[src/rtl/ad4003_multi_acq_pkg.sv]
// Shared encodings and sizing helpers for the AD4003 multi-channel readout engine.
package ad4003_pkg;

  localparam logic [1:0] MODE_RAW  = 2'd0;
  localparam logic [1:0] MODE_AVG  = 2'd1;
  localparam logic [1:0] MODE_TEST = 2'd2;
  localparam logic [1:0] MODE_HOLD = 2'd3;

  localparam logic [1:0] ST_IDLE  = 2'd0;
  localparam logic [1:0] ST_CONV  = 2'd1;
  localparam logic [1:0] ST_SHIFT = 2'd2;
  localparam logic [1:0] ST_STORE = 2'd3;

  // Headroom for summing 2^avg_max signed samples without overflow.
  function automatic int unsigned acc_width(input int unsigned data_w, input int unsigned avg_max);
    return data_w + avg_max;
  endfunction

endpackage

[src/rtl/ad4003_multi_acq_chan_accum.sv]
// Per-channel deserializer, signed averaging accumulator and output register.
module ad4003_chan_accum
  import ad4003_pkg::*;
#(
  parameter int unsigned W            = 18,
  parameter int unsigned AVG_LOG2_MAX = 4,
  parameter int unsigned CH           = 0
) (
  input  logic         clk_100,
  input  logic         reset_n,
  input  logic         shift_en,
  input  logic         sdo,
  input  logic         acc_clr,
  input  logic         acc_add,
  input  logic         avg_out,
  input  logic         raw_out,
  input  logic         pat_out,
  input  logic [2:0]   avg_log2,
  input  logic [W-1:0] pat,
  output logic [W-1:0] data
);

  localparam int unsigned AW = acc_width(W, AVG_LOG2_MAX);

  logic [W-1:0]         shreg_q, shreg_d;
  logic [W-1:0]         data_q, data_d;
  logic signed [AW-1:0] acc_q, acc_d;
  logic signed [AW-1:0] acc_sum, acc_shr;

  always_comb begin
    shreg_d = shreg_q;
    if (shift_en) shreg_d = {shreg_q[W-2:0], sdo};

    acc_sum = acc_q + {{AVG_LOG2_MAX{shreg_q[W-1]}}, shreg_q};
    // Arithmetic shift floors toward -inf for negative sums.
    acc_shr = acc_sum >>> avg_log2;

    acc_d  = acc_q;
    data_d = data_q;
    if (acc_clr) acc_d = '0;
    if (acc_add) acc_d = acc_sum;
    if (avg_out) begin
      acc_d  = '0;
      data_d = acc_shr[W-1:0];
    end
    if (raw_out) data_d = shreg_q;
    if (pat_out) data_d = pat + W'(CH);
  end

  always_ff @(posedge clk_100 or negedge reset_n) begin
    if (!reset_n) begin
      shreg_q <= '0;
      data_q  <= '0;
      acc_q   <= '0;
    end else begin
      shreg_q <= shreg_d;
      data_q  <= data_d;
      acc_q   <= acc_d;
    end
  end

  assign data = data_q;

endmodule

[src/rtl/ad4003_multi_acq.sv]
// N-channel AD4003 readout: drives CNV/SCK, shifts all SDO lines in parallel, raw/avg/test/hold output.
module ad4003_multi_acq
  import ad4003_pkg::*;
#(
  parameter int unsigned ADC_DATA_WIDTH = 18,
  parameter int unsigned ADC_CHANNELS   = 8,
  parameter int unsigned CONV_CYCLES    = 72,
  parameter int unsigned SCK_DIV        = 2,
  parameter int unsigned AVG_LOG2_MAX   = 4
) (
  input  logic                                   clk_100,
  input  logic                                   reset_n,
  input  logic                                   adc_start_conv,
  input  logic [1:0]                             mode,
  input  logic [2:0]                             avg_log2,
  input  logic                                   overrun_clr,
  input  logic [ADC_CHANNELS-1:0]                adc_sdo,
  output logic                                   adc_cnv,
  output logic                                   adc_sck,
  output logic [ADC_DATA_WIDTH*ADC_CHANNELS-1:0] adc_array_data,
  output logic                                   data_valid,
  output logic                                   busy,
  output logic                                   overrun
);

  localparam int unsigned W     = ADC_DATA_WIDTH;
  localparam int unsigned CC_W  = $clog2(CONV_CYCLES + 1);
  localparam int unsigned PH_W  = $clog2(2 * SCK_DIV);
  localparam int unsigned BIT_W = $clog2(W + 1);
  localparam int unsigned CW    = AVG_LOG2_MAX;
  localparam int unsigned SW    = AVG_LOG2_MAX + 1;
  localparam logic [2:0]  AVG_MAX = 3'(AVG_LOG2_MAX);

  logic [1:0]       state_q, state_d;
  logic [CC_W-1:0]  cnv_cnt_q, cnv_cnt_d;
  logic [PH_W-1:0]  ph_q, ph_d;
  logic [BIT_W-1:0] bit_q, bit_d;
  logic [1:0]       mode_q, mode_d;
  logic [2:0]       avg_q, avg_d, avg_req;
  logic [CW-1:0]    smp_q, smp_d;
  logic [W-1:0]     pat_q, pat_d;
  logic             valid_q, valid_d;
  logic             overrun_q, overrun_d;
  logic             start_ok, store, shift_en, avg_done;
  logic             acc_clr, acc_add, avg_out, raw_out, pat_out;

  always_comb begin
    avg_req  = (avg_log2 > AVG_MAX) ? AVG_MAX : avg_log2;
    start_ok = adc_start_conv && (state_q == ST_IDLE);
    store    = (state_q == ST_STORE);
    // Capture on the edge where SCK is driven 0->1.
    shift_en = (state_q == ST_SHIFT) && (ph_q == PH_W'(SCK_DIV - 1));
    avg_done = (({1'b0, smp_q} + SW'(1)) == (SW'(1) << avg_q));
    // A change of latched settings restarts averaging from a clean accumulator.
    acc_clr  = start_ok && ((mode != mode_q) || (avg_req != avg_q));
    acc_add  = store && (mode_q == MODE_AVG) && !avg_done;
    avg_out  = store && (mode_q == MODE_AVG) && avg_done;
    raw_out  = store && (mode_q == MODE_RAW);
    pat_out  = store && (mode_q == MODE_TEST);
    valid_d  = raw_out || avg_out || pat_out;

    smp_d = smp_q;
    if (acc_clr) smp_d = '0;
    if (store && (mode_q == MODE_AVG)) smp_d = avg_done ? '0 : smp_q + CW'(1);

    overrun_d = overrun_q;
    if (overrun_clr) overrun_d = 1'b0;
    if (adc_start_conv && (state_q != ST_IDLE)) overrun_d = 1'b1;

    state_d   = state_q;
    cnv_cnt_d = cnv_cnt_q;
    ph_d      = ph_q;
    bit_d     = bit_q;
    mode_d    = mode_q;
    avg_d     = avg_q;
    pat_d     = pat_q;
    case (state_q)
      ST_IDLE: begin
        if (adc_start_conv) begin
          state_d   = ST_CONV;
          cnv_cnt_d = '0;
          mode_d    = mode;
          avg_d     = avg_req;
        end
      end
      ST_CONV: begin
        if (cnv_cnt_q == CC_W'(CONV_CYCLES - 1)) begin
          state_d = ST_SHIFT;
          ph_d    = '0;
          bit_d   = '0;
        end else begin
          cnv_cnt_d = cnv_cnt_q + CC_W'(1);
        end
      end
      ST_SHIFT: begin
        if (ph_q == PH_W'(2 * SCK_DIV - 1)) begin
          ph_d = '0;
          if (bit_q == BIT_W'(W - 1)) state_d = ST_STORE;
          else                        bit_d   = bit_q + BIT_W'(1);
        end else begin
          ph_d = ph_q + PH_W'(1);
        end
      end
      ST_STORE: begin
        state_d = ST_IDLE;
        if (pat_out) pat_d = pat_q + W'(1);
      end
      default: state_d = ST_IDLE;
    endcase
  end

  always_ff @(posedge clk_100 or negedge reset_n) begin
    if (!reset_n) begin
      state_q   <= ST_IDLE;
      cnv_cnt_q <= '0;
      ph_q      <= '0;
      bit_q     <= '0;
      mode_q    <= MODE_RAW;
      avg_q     <= '0;
      smp_q     <= '0;
      pat_q     <= '0;
      valid_q   <= 1'b0;
      overrun_q <= 1'b0;
    end else begin
      state_q   <= state_d;
      cnv_cnt_q <= cnv_cnt_d;
      ph_q      <= ph_d;
      bit_q     <= bit_d;
      mode_q    <= mode_d;
      avg_q     <= avg_d;
      smp_q     <= smp_d;
      pat_q     <= pat_d;
      valid_q   <= valid_d;
      overrun_q <= overrun_d;
    end
  end

  for (genvar k = 0; k < ADC_CHANNELS; k++) begin : g_ch
    ad4003_chan_accum #(
      .W            (W),
      .AVG_LOG2_MAX (AVG_LOG2_MAX),
      .CH           (k)
    ) u_ch (
      .clk_100  (clk_100),
      .reset_n  (reset_n),
      .shift_en (shift_en),
      .sdo      (adc_sdo[k]),
      .acc_clr  (acc_clr),
      .acc_add  (acc_add),
      .avg_out  (avg_out),
      .raw_out  (raw_out),
      .pat_out  (pat_out),
      .avg_log2 (avg_q),
      .pat      (pat_q),
      .data     (adc_array_data[W*k +: W])
    );
  end

  assign adc_cnv    = (state_q == ST_CONV);
  assign adc_sck    = (state_q == ST_SHIFT) && (ph_q >= PH_W'(SCK_DIV));
  assign busy       = (state_q != ST_IDLE);
  assign data_valid = valid_q;
  assign overrun    = overrun_q;

endmodule

[config.mk]
export PLATFORM = sky130hd
export DESIGN_NAME = ad4003_multi_acq
export DESIGN_NICKNAME = d
export VERILOG_FILES = /design/src/rtl/ad4003_multi_acq_pkg.sv /design/src/rtl/ad4003_multi_acq_chan_accum.sv /design/src/rtl/ad4003_multi_acq.sv
export SDC_FILE = /design/constraint.sdc
export NUM_CORES = 2
export LEC_CHECK = 0
export CORE_UTILIZATION = 58
export DETAILED_ROUTE_END_ITERATION = 8
export GPL_ROUTABILITY_DRIVEN = 0
export GPL_TIMING_DRIVEN = 0
export PLACE_DENSITY = 0.77
export REMOVE_ABC_BUFFERS = 1
export SYNTH_ARGS = -nofsm -noshare
export SYNTH_HDL_FRONTEND = slang
export SYNTH_SLANG_ARGS = --single-unit
[constraint.sdc]
create_clock -name clk_100 -period 5.1 [get_ports clk_100]
set_input_delay 0.765 -clock clk_100 [delete_from_list [all_inputs] [get_ports clk_100]]
set_output_delay 0.765 -clock clk_100 [all_outputs]
set_load 0.01 [all_outputs]
-- Word-level counts from Yosys, hierarchy flattened
Cells that the tools add are included.
- add/sub/neg operators: 20
- $lt $le $gt $ge: 2
- equality and inequality tests: 18
- shifts and indexed selects: 9
- muxes and demuxes: 62
- reduce and logical (&&, ||, !) cells: 29
- operators by type and width (kind ; count):
    $mux 18 ; 24
    $mux 22 ; 17
    $add 22x22->22 ; 8
    $sshr 22x3->18 ; 8
    $add 18x3->18 const B ; 4
    $add 18x2->18 const B ; 2
    $add 18x1->18 const B ; 1
    $mux 5 ; 3
    $mux 7 ; 2
    $pmux 7 s2 ; 1
    $mux 2 ; 6
    $mux 4 ; 3
    $logic_and 1x1->1 ; 10
    $pmux 5 s2 ; 1
    $reduce_bool 2->1 ; 5
    $eq 2x2->1 const B ; 4
    $pmux 2 s4 ; 1
    $reduce_and 4->1 ; 2
    $add 7x1->7 const B ; 1
    $eq 7x7->1 const B ; 1
    $eq 2x1->1 const B ; 3
    $ne 2x1->1 const B ; 3
    $ne 2x2->1 const B ; 3
    $reduce_and 2->1 ; 3
    other kinds (19) ; 24
- register bits after elaboration: 509
- input bits: 17
- output and inout port bits: 149

-- Logic depth before layout (Yosys ltp)
- word-level depth: 8
- mapped depth: 13
- depth with buffers taken out: 12

-- Hierarchy
Synthesis repeated with hierarchy kept, for this count alone.
- cell total of the unflattened synthesis: 4585
- area, all modules: 40974.3 sq um
- modules (own cells, without submodules) (module ; times used ; cells an instance ; area each (sq um) ; sequential area each (sq um)):
    ad4003_chan_accum (g_ch[4].u_ch) ; 1 ; 575 ; 5144.9 ; 1451.4
    ad4003_chan_accum (g_ch[1].u_ch) ; 1 ; 590 ; 5081.1 ; 1451.4
    ad4003_chan_accum (g_ch[6].u_ch) ; 1 ; 573 ; 4992.3 ; 1451.4
    ad4003_chan_accum (g_ch[2].u_ch) ; 1 ; 557 ; 4884.7 ; 1451.4
    ad4003_chan_accum (g_ch[3].u_ch) ; 1 ; 561 ; 4869.7 ; 1451.4
    ad4003_chan_accum (g_ch[5].u_ch) ; 1 ; 516 ; 4633.2 ; 1451.4
    ad4003_chan_accum (g_ch[7].u_ch) ; 1 ; 484 ; 4503.1 ; 1451.4
    ad4003_chan_accum (g_ch[0].u_ch) ; 1 ; 484 ; 4377.9 ; 1451.4
    ad4003_multi_acq ; 1 ; 245 ; 2487.4 ; 1126.1

-- Worst setup path before layout
OpenSTA, ideal clock, no wires.
- kind: register -> register
- start: register g_ch[5].u_ch.shreg_q[0]
- end: register g_ch[5].u_ch.data_q[13]
- library setup time: 0.122 ns
- data arrival time: 3.009 ns
- required time: 4.978 ns
- path slack: 1.969 ns
- stages on the path, launching flop included: 13
- path buffers: 0
- clock period less this slack: 3.131 ns
- cells stage by stage: dfrtp_1 > ha_1 > inv_1 > fa_1 > and2b_1 > o31a_2 > o21ai_2 > a21boi_2 > mux2i_1 > or4_4 > mux4_2 > a211oi_2 > nor2_1
- word-level cells in the longest chain between the ends: 5
- RTL lines (what ; line ; source):
    from (decl) ; ad4003_multi_acq_chan_accum.sv:25 ; logic [W-1:0] shreg_q, shreg_d;
    from (signal assigned) ; ad4003_multi_acq_chan_accum.sv:56 ; shreg_q <= shreg_d;
    $add 22x22->22 ; ad4003_multi_acq_chan_accum.sv:34 ; acc_sum = acc_q + {{AVG_LOG2_MAX{shreg_q[W-1]}}, shreg_q};
    $sshr 22x3->18 ; ad4003_multi_acq_chan_accum.sv:36 ; acc_shr = acc_sum >>> avg_log2;
    $mux 18 ; ad4003_multi_acq_chan_accum.sv:42 ; if (avg_out) begin
    $mux 18 ; ad4003_multi_acq_chan_accum.sv:46 ; if (raw_out) data_d = shreg_q;
    $mux 18 ; ad4003_multi_acq_chan_accum.sv:47 ; if (pat_out) data_d = pat + W'(CH);
    to (signal assigned) ; ad4003_multi_acq_chan_accum.sv:57 ; data_q <= data_d;
    to (decl) ; ad4003_multi_acq_chan_accum.sv:26 ; logic [W-1:0] data_q, data_d;
Every way passes these cells. The select of a mux whose other input is x is not followed.
A chain may end at the register's enable or synchronous reset.

-- Final worst setup path
- start: register avg_q[1]
- end: register g_ch[2].u_ch.data_q[10]
- word-level cells in the longest chain between the ends: 4
- RTL lines (what ; line ; source):
    from (decl) ; ad4003_multi_acq.sv:39 ; logic [2:0] avg_q, avg_d, avg_req;
    from (signal assigned) ; ad4003_multi_acq.sv:130 ; avg_q <= avg_d;
    $sshr 22x3->18 or $shl 1x3->5 (tied branches) ; ad4003_multi_acq_chan_accum.sv:36, ad4003_multi_acq.sv:53 ;
    $mux 18 or $eq 5x5->1 (tied branches) ; ad4003_multi_acq_chan_accum.sv:42, ad4003_multi_acq.sv:53 ;
    $mux 18 or $logic_and 1x1->1 (tied branches) ; ad4003_multi_acq_chan_accum.sv:46, ad4003_multi_acq.sv:57 ;
    $mux 18 or $reduce_bool 3->1 (tied branches) ; - ;
    to (signal assigned) ; ad4003_multi_acq_chan_accum.sv:57 ;
    to (decl) ; ad4003_multi_acq_chan_accum.sv:26 ;
Several ways; a longest one is shown, not always the timed one. The select of a mux whose other input is x is not followed.

==> run summary <==
CLOCK TREE
-------------------------------------------------------------------------------------
CTS tree                                                                         done
Clock-pin slew of the registers on the worst-case setup and hold paths          70 ps
Longest Clk Path Bufs                                                               3
Skew-Pair Late Insertion Delay                                                 670 ps
Clock sink count                                                                  509
Clock buffers created by TritonCTS                                                 59
Clock Root Buffer                                                        sky130_fd_sc_hd__clkbuf_16
Level count of the clock H-tree                                                     2

SYNTH
-------------------------------------------------------------------------------------
Primary FF master, synth                                                 sky130_fd_sc_hd__dfrtp_1
Cell types with the largest area share after synthesis                   sky130_fd_sc_hd__dfrtp_1 33%, sky130_fd_sc_hd__ha_1 6.1%, sky130_fd_sc_hd__mux4_2 4.8%
Area fraction in compound gates after synthesis                                25.44%
Simple-gate area share of the yosys netlist                                    13.33%
Post-synthesis adder-cell area fraction                                        6.547%
Post-Synthesis Cell Area                                                  0.03856 mm2
Number of distinct library cells after synthesis                                  111
Share of the yosys chip area belonging to registers                            33.03%
Share of Yosys cell area claimed by the top area cell type                     33.03%
XOR/XNOR Fraction of Synth Area                                                5.859%
Share of async-settable or async-resettable flops after synthesis              100.0%
Main combinational cell family by area after synthesis                   compound AO/OA/AOI/OAI gates
Gate Count Post-Synth                                                           4,179
Number of flops mapped to enable cells by yosys                                     0
Average cell area after synthesis                                           9.228 um2
Portion of netlist area occupied by mux cells                                  11.51%
Number of synthesized register bits                                               509
Number of warnings reported in the yosys synthesis log                              0
Synth area leader                                                        sky130_fd_sc_hd__dfrtp_1

GLOBAL ROUTING
-------------------------------------------------------------------------------------
Vias in the first global route                                                 34,700
First-pass GRT wire length                                                 207,900 um
Remaining global-route overflow                                                     0
GRT Resource Usage Total                                                       39.94%
Pin count of the biggest net entering global routing                              113
Antenna violations before repair                                                    6

TIMING
-------------------------------------------------------------------------------------
Highest clock frequency the design can meet                                 193.4 MHz
Number of endpoints with negative hold slack in the final report                    0
Fin crit period                                                               5172 ps
RSZ-0062 raised after global routing                                               no
Number of setup violations in the final report                                      1
Setup tns final                                                             -71.94 ps
Share of the clock period used by the worst path after layout                  101.4%
Slew margin rel.                                                               5.844%
Max-slew violation count                                                            0
Final worst slack                                                           -71.94 ps
Worst Max-Slew Pin Slew                                                       1407 ps
Largest clock skew in the final design                                       25.18 ps

LAYOUT
-------------------------------------------------------------------------------------
Nets                                                                            4,366
Area taken by multi-input logic gates                                     0.02430 mm2
Layout-stage area growth over the synthesis result                             12.02%
Proportion of layout cells with a drive suffix above 1                         11.32%
Fillers                                                                         5,309
Area taken by flip-flops and latches                                      0.01275 mm2

POWER
-------------------------------------------------------------------------------------
Clock share of power                                                            48.2%
Sequential power share                                                          44.3%
Part of the power in combinational logic                                         7.5%
Internal power                                                                7051 uW
Leak                                                                       0.01896 uW
Worst IR Drop VDD                                                            240.4 uV
Net Sw Frac                                                                    24.56%
Net switching component of the power                                          2296 uW
Total power divided by cell area                                         216.4 mW/mm2

DRT
-------------------------------------------------------------------------------------
Final antenna-violating net count                                                   0
DR DRC count                                                                        0
Routed via count divided by cell count                                          7.229
TritonRoute pass-1 iters                                                            9
Total via count in the routed design                                           36,600
WL/cell                                                                      26.92 um
Iter 0 DRT Violations                                                           4,692
Total detailed-routing wirelength                                          136,300 um

DIE
-------------------------------------------------------------------------------------
DIE HEIGHT                                                                   259.9 um
Area enclosed by the die boundary                                         0.06752 mm2
Number of primary I/O pins                                                        166
Placeable Area                                                            0.06575 mm2
Die span in x                                                                259.9 um
Initial Util                                                                   58.66%
Placement row count                                                                94

RUN
-------------------------------------------------------------------------------------
Reported max-cap violation count                                                    0

PLACEMENT
-------------------------------------------------------------------------------------
Final HPWL from detailed placement                                          93,180 um
Post-Place Worst Slack                                                      -416.8 ps
Quantity of I/O buffers inserted on ports                                         165

SETUP PATH
-------------------------------------------------------------------------------------
CP arrival                                                                    5700 ps
Element type at the critical path start                                          flop
Worst-path fanout max                                                              75
Nature of the critical path endpoint                                             flop
Category of the critical setup timing path                                    reg2reg
Data required time at the worst endpoint                                      5630 ps

HOLD PATH
-------------------------------------------------------------------------------------
Min-Delay Path Class                                                         in2async

STATUS
-------------------------------------------------------------------------------------
Run status                                                               finished with violations
Failing checks                                                           setup timing

-- repair_timing --
item,in CTS,in global routing
endpoints found under the setup margin,17,15
gates resized for setup,3,3
hold buffers,0,0
buffers inserted,1,1
pin swaps,0,1
-- worst paths after layout --
path,slack (ps),end,from,cells after the start
setup / recovery,-70,g_ch[2].u_ch.data[10],avg_q[1],11
hold / removal,110,g_ch[4].u_ch.acc_q[2],reset_n,2
setup reg to reg,-70,g_ch[2].u_ch.data[10],avg_q[1],11
hold reg to reg,470,g_ch[5].u_ch.data[2],g_ch[5].u_ch.data[2],1
max in group asynchronous,2940,avg_q[1],reset_n,5
min in group clk_100,470,g_ch[5].u_ch.data[2],g_ch[5].u_ch.data[2],1
-- critical path: stages (launching register included) --
cell and delay, ps:
sky130_fd_sc_hd__dfrtp_4 940, sky130_fd_sc_hd__buf_16 390, sky130_fd_sc_hd__nand2_2 510, sky130_fd_sc_hd__a211oi_1 460, sky130_fd_sc_hd__a2111oi_2 100, sky130_fd_sc_hd__o22ai_2 270, sky130_fd_sc_hd__a21boi_2 180, sky130_fd_sc_hd__nand2b_2 400
sky130_fd_sc_hd__buf_12 310, sky130_fd_sc_hd__nor2_4 460, sky130_fd_sc_hd__nand2_1 390, sky130_fd_sc_hd__o311ai_0 510
-- power groups by stage --
stage                     combinational, uW  clock, uW  sequential, uW
after floorplan                         460          0            4190
after global placement                  656          0            4220
after detailed placement                682          0            4210
after CTS                               688       4500            4140
after global routing                    765       4690            4140
final                                   697       4510            4140
-- logic make-up (layout without fill, tap and decap cells) --
| logic type | Yosys count | in the layout |
|---|---|---|
| compound gates | 1406 | 1406 |
| simple gates | 1100 | 1100 |
| flops | 509 | 509 |
| buf+inv | 388 | 406 |
| mux | 321 | 321 |
| xor+xnor | 258 | 258 |
| fa+ha+maj | 197 | 197 |
| other cells | 0 | 2 |
-- metal layers --
| metal | vias to the layer above | part of all wire (%) | global-route usage [%] |
|---|---|---|---|
| met5 | - | 0.057 | 0 |
| met4 | 10 | 8.1 | 26.54 |
| met3 | 714 | 13 | 12.60 |
| met2 | 2556 | 41 | 57.21 |
| met1 | 17570 | 37 | 51.70 |
| li1 | 15750 | - | - |
-- sequential cells by signal, indices dropped and copies added, names as in the netlist, 3 cells and up --
register           count
g_ch.u_ch.acc_q      176
g_ch.u_ch.data       144
g_ch.u_ch.shreg_q    144
pat_q                 18
cnv_cnt_q              7
bit_q                  5
smp_q                  4
avg_q                  3
-- placed cells by master (no fill, tap or decap), types with 74 or more instances in the layout --
master                            synthesis  routed
sky130_fd_sc_hd__inv_1                   86      84
sky130_fd_sc_hd__xor2_1                  91      91
sky130_fd_sc_hd__mux2_2                 161     161
sky130_fd_sc_hd__nand2_1                373     368
sky130_fd_sc_hd__xnor2_1                167     167
sky130_fd_sc_hd__nand3_1                 74      74
sky130_fd_sc_hd__mux2i_1                 78      78
sky130_fd_sc_hd__ha_1                   189     189
sky130_fd_sc_hd__nor2_1                 300     291
sky130_fd_sc_hd__o21ai_0                285     284
sky130_fd_sc_hd__a22o_1                 130     130
sky130_fd_sc_hd__mux4_2                  82      82
sky130_fd_sc_hd__a21oi_1                276     274
sky130_fd_sc_hd__dfrtp_1                509     505
sky130_fd_sc_hd__clkdlybuf4s50_1          0     164
-- layout make-up --
class | count | share of cell area, %
clock inverters | 14 | 0.5300
clock buffers | 92 | 4.121
inverters | 91 | 0.8312
multi-input cells | 3282 | 56.26
repair buffers | 209 | 6.233
flip-flops and latches | 509 | 29.51
well taps | 864 | 2.502
diodes | 2 | 0.01159
-- through the flow --
stage | total power, uW | util [%] | hold WS, ps | std cells | area, um2
after floorplan | 4647 | - | 456.3 | 3882 | 37260
after global placement | 4876 | 60.82 | 461.7 | 4911 | 39990
after detailed placement | 4893 | 62.55 | 465.4 | 4953 | 41130
after CTS | 9325 | 65.67 | 155.3 | 5060 | 43170
after global routing | 9596 | 65.70 | 164.2 | 5062 | 43200
final | 9347 | 65.71 | 107.6 | 5063 | 43200
-- cells in the mapped netlist, types with 39 or more instances --
cell type                  instances
sky130_fd_sc_hd__inv_1            86
sky130_fd_sc_hd__ha_1            189
sky130_fd_sc_hd__o21a_1           59
sky130_fd_sc_hd__nand2b_1         40
sky130_fd_sc_hd__dfrtp_1         509
sky130_fd_sc_hd__a31oi_1          46
sky130_fd_sc_hd__o221ai_1         48
sky130_fd_sc_hd__xnor2_1         167
sky130_fd_sc_hd__a22o_1          130
sky130_fd_sc_hd__a21o_1           71
sky130_fd_sc_hd__clkbuf_1        192
sky130_fd_sc_hd__and3_1           39
sky130_fd_sc_hd__xor2_1           91
sky130_fd_sc_hd__o21ai_0         285
sky130_fd_sc_hd__mux2i_1          78
sky130_fd_sc_hd__buf_1            48
sky130_fd_sc_hd__nand2_1         373
sky130_fd_sc_hd__nand3_1          74
sky130_fd_sc_hd__mux4_2           82
sky130_fd_sc_hd__nor2_1          300
sky130_fd_sc_hd__mux2_2          161
sky130_fd_sc_hd__a21oi_1         276
sky130_fd_sc_hd__buf_2            40
sky130_fd_sc_hd__nor3_1           71
sky130_fd_sc_hd__a211oi_1         67
Note: power is estimated with default switching activity, not from simulation.
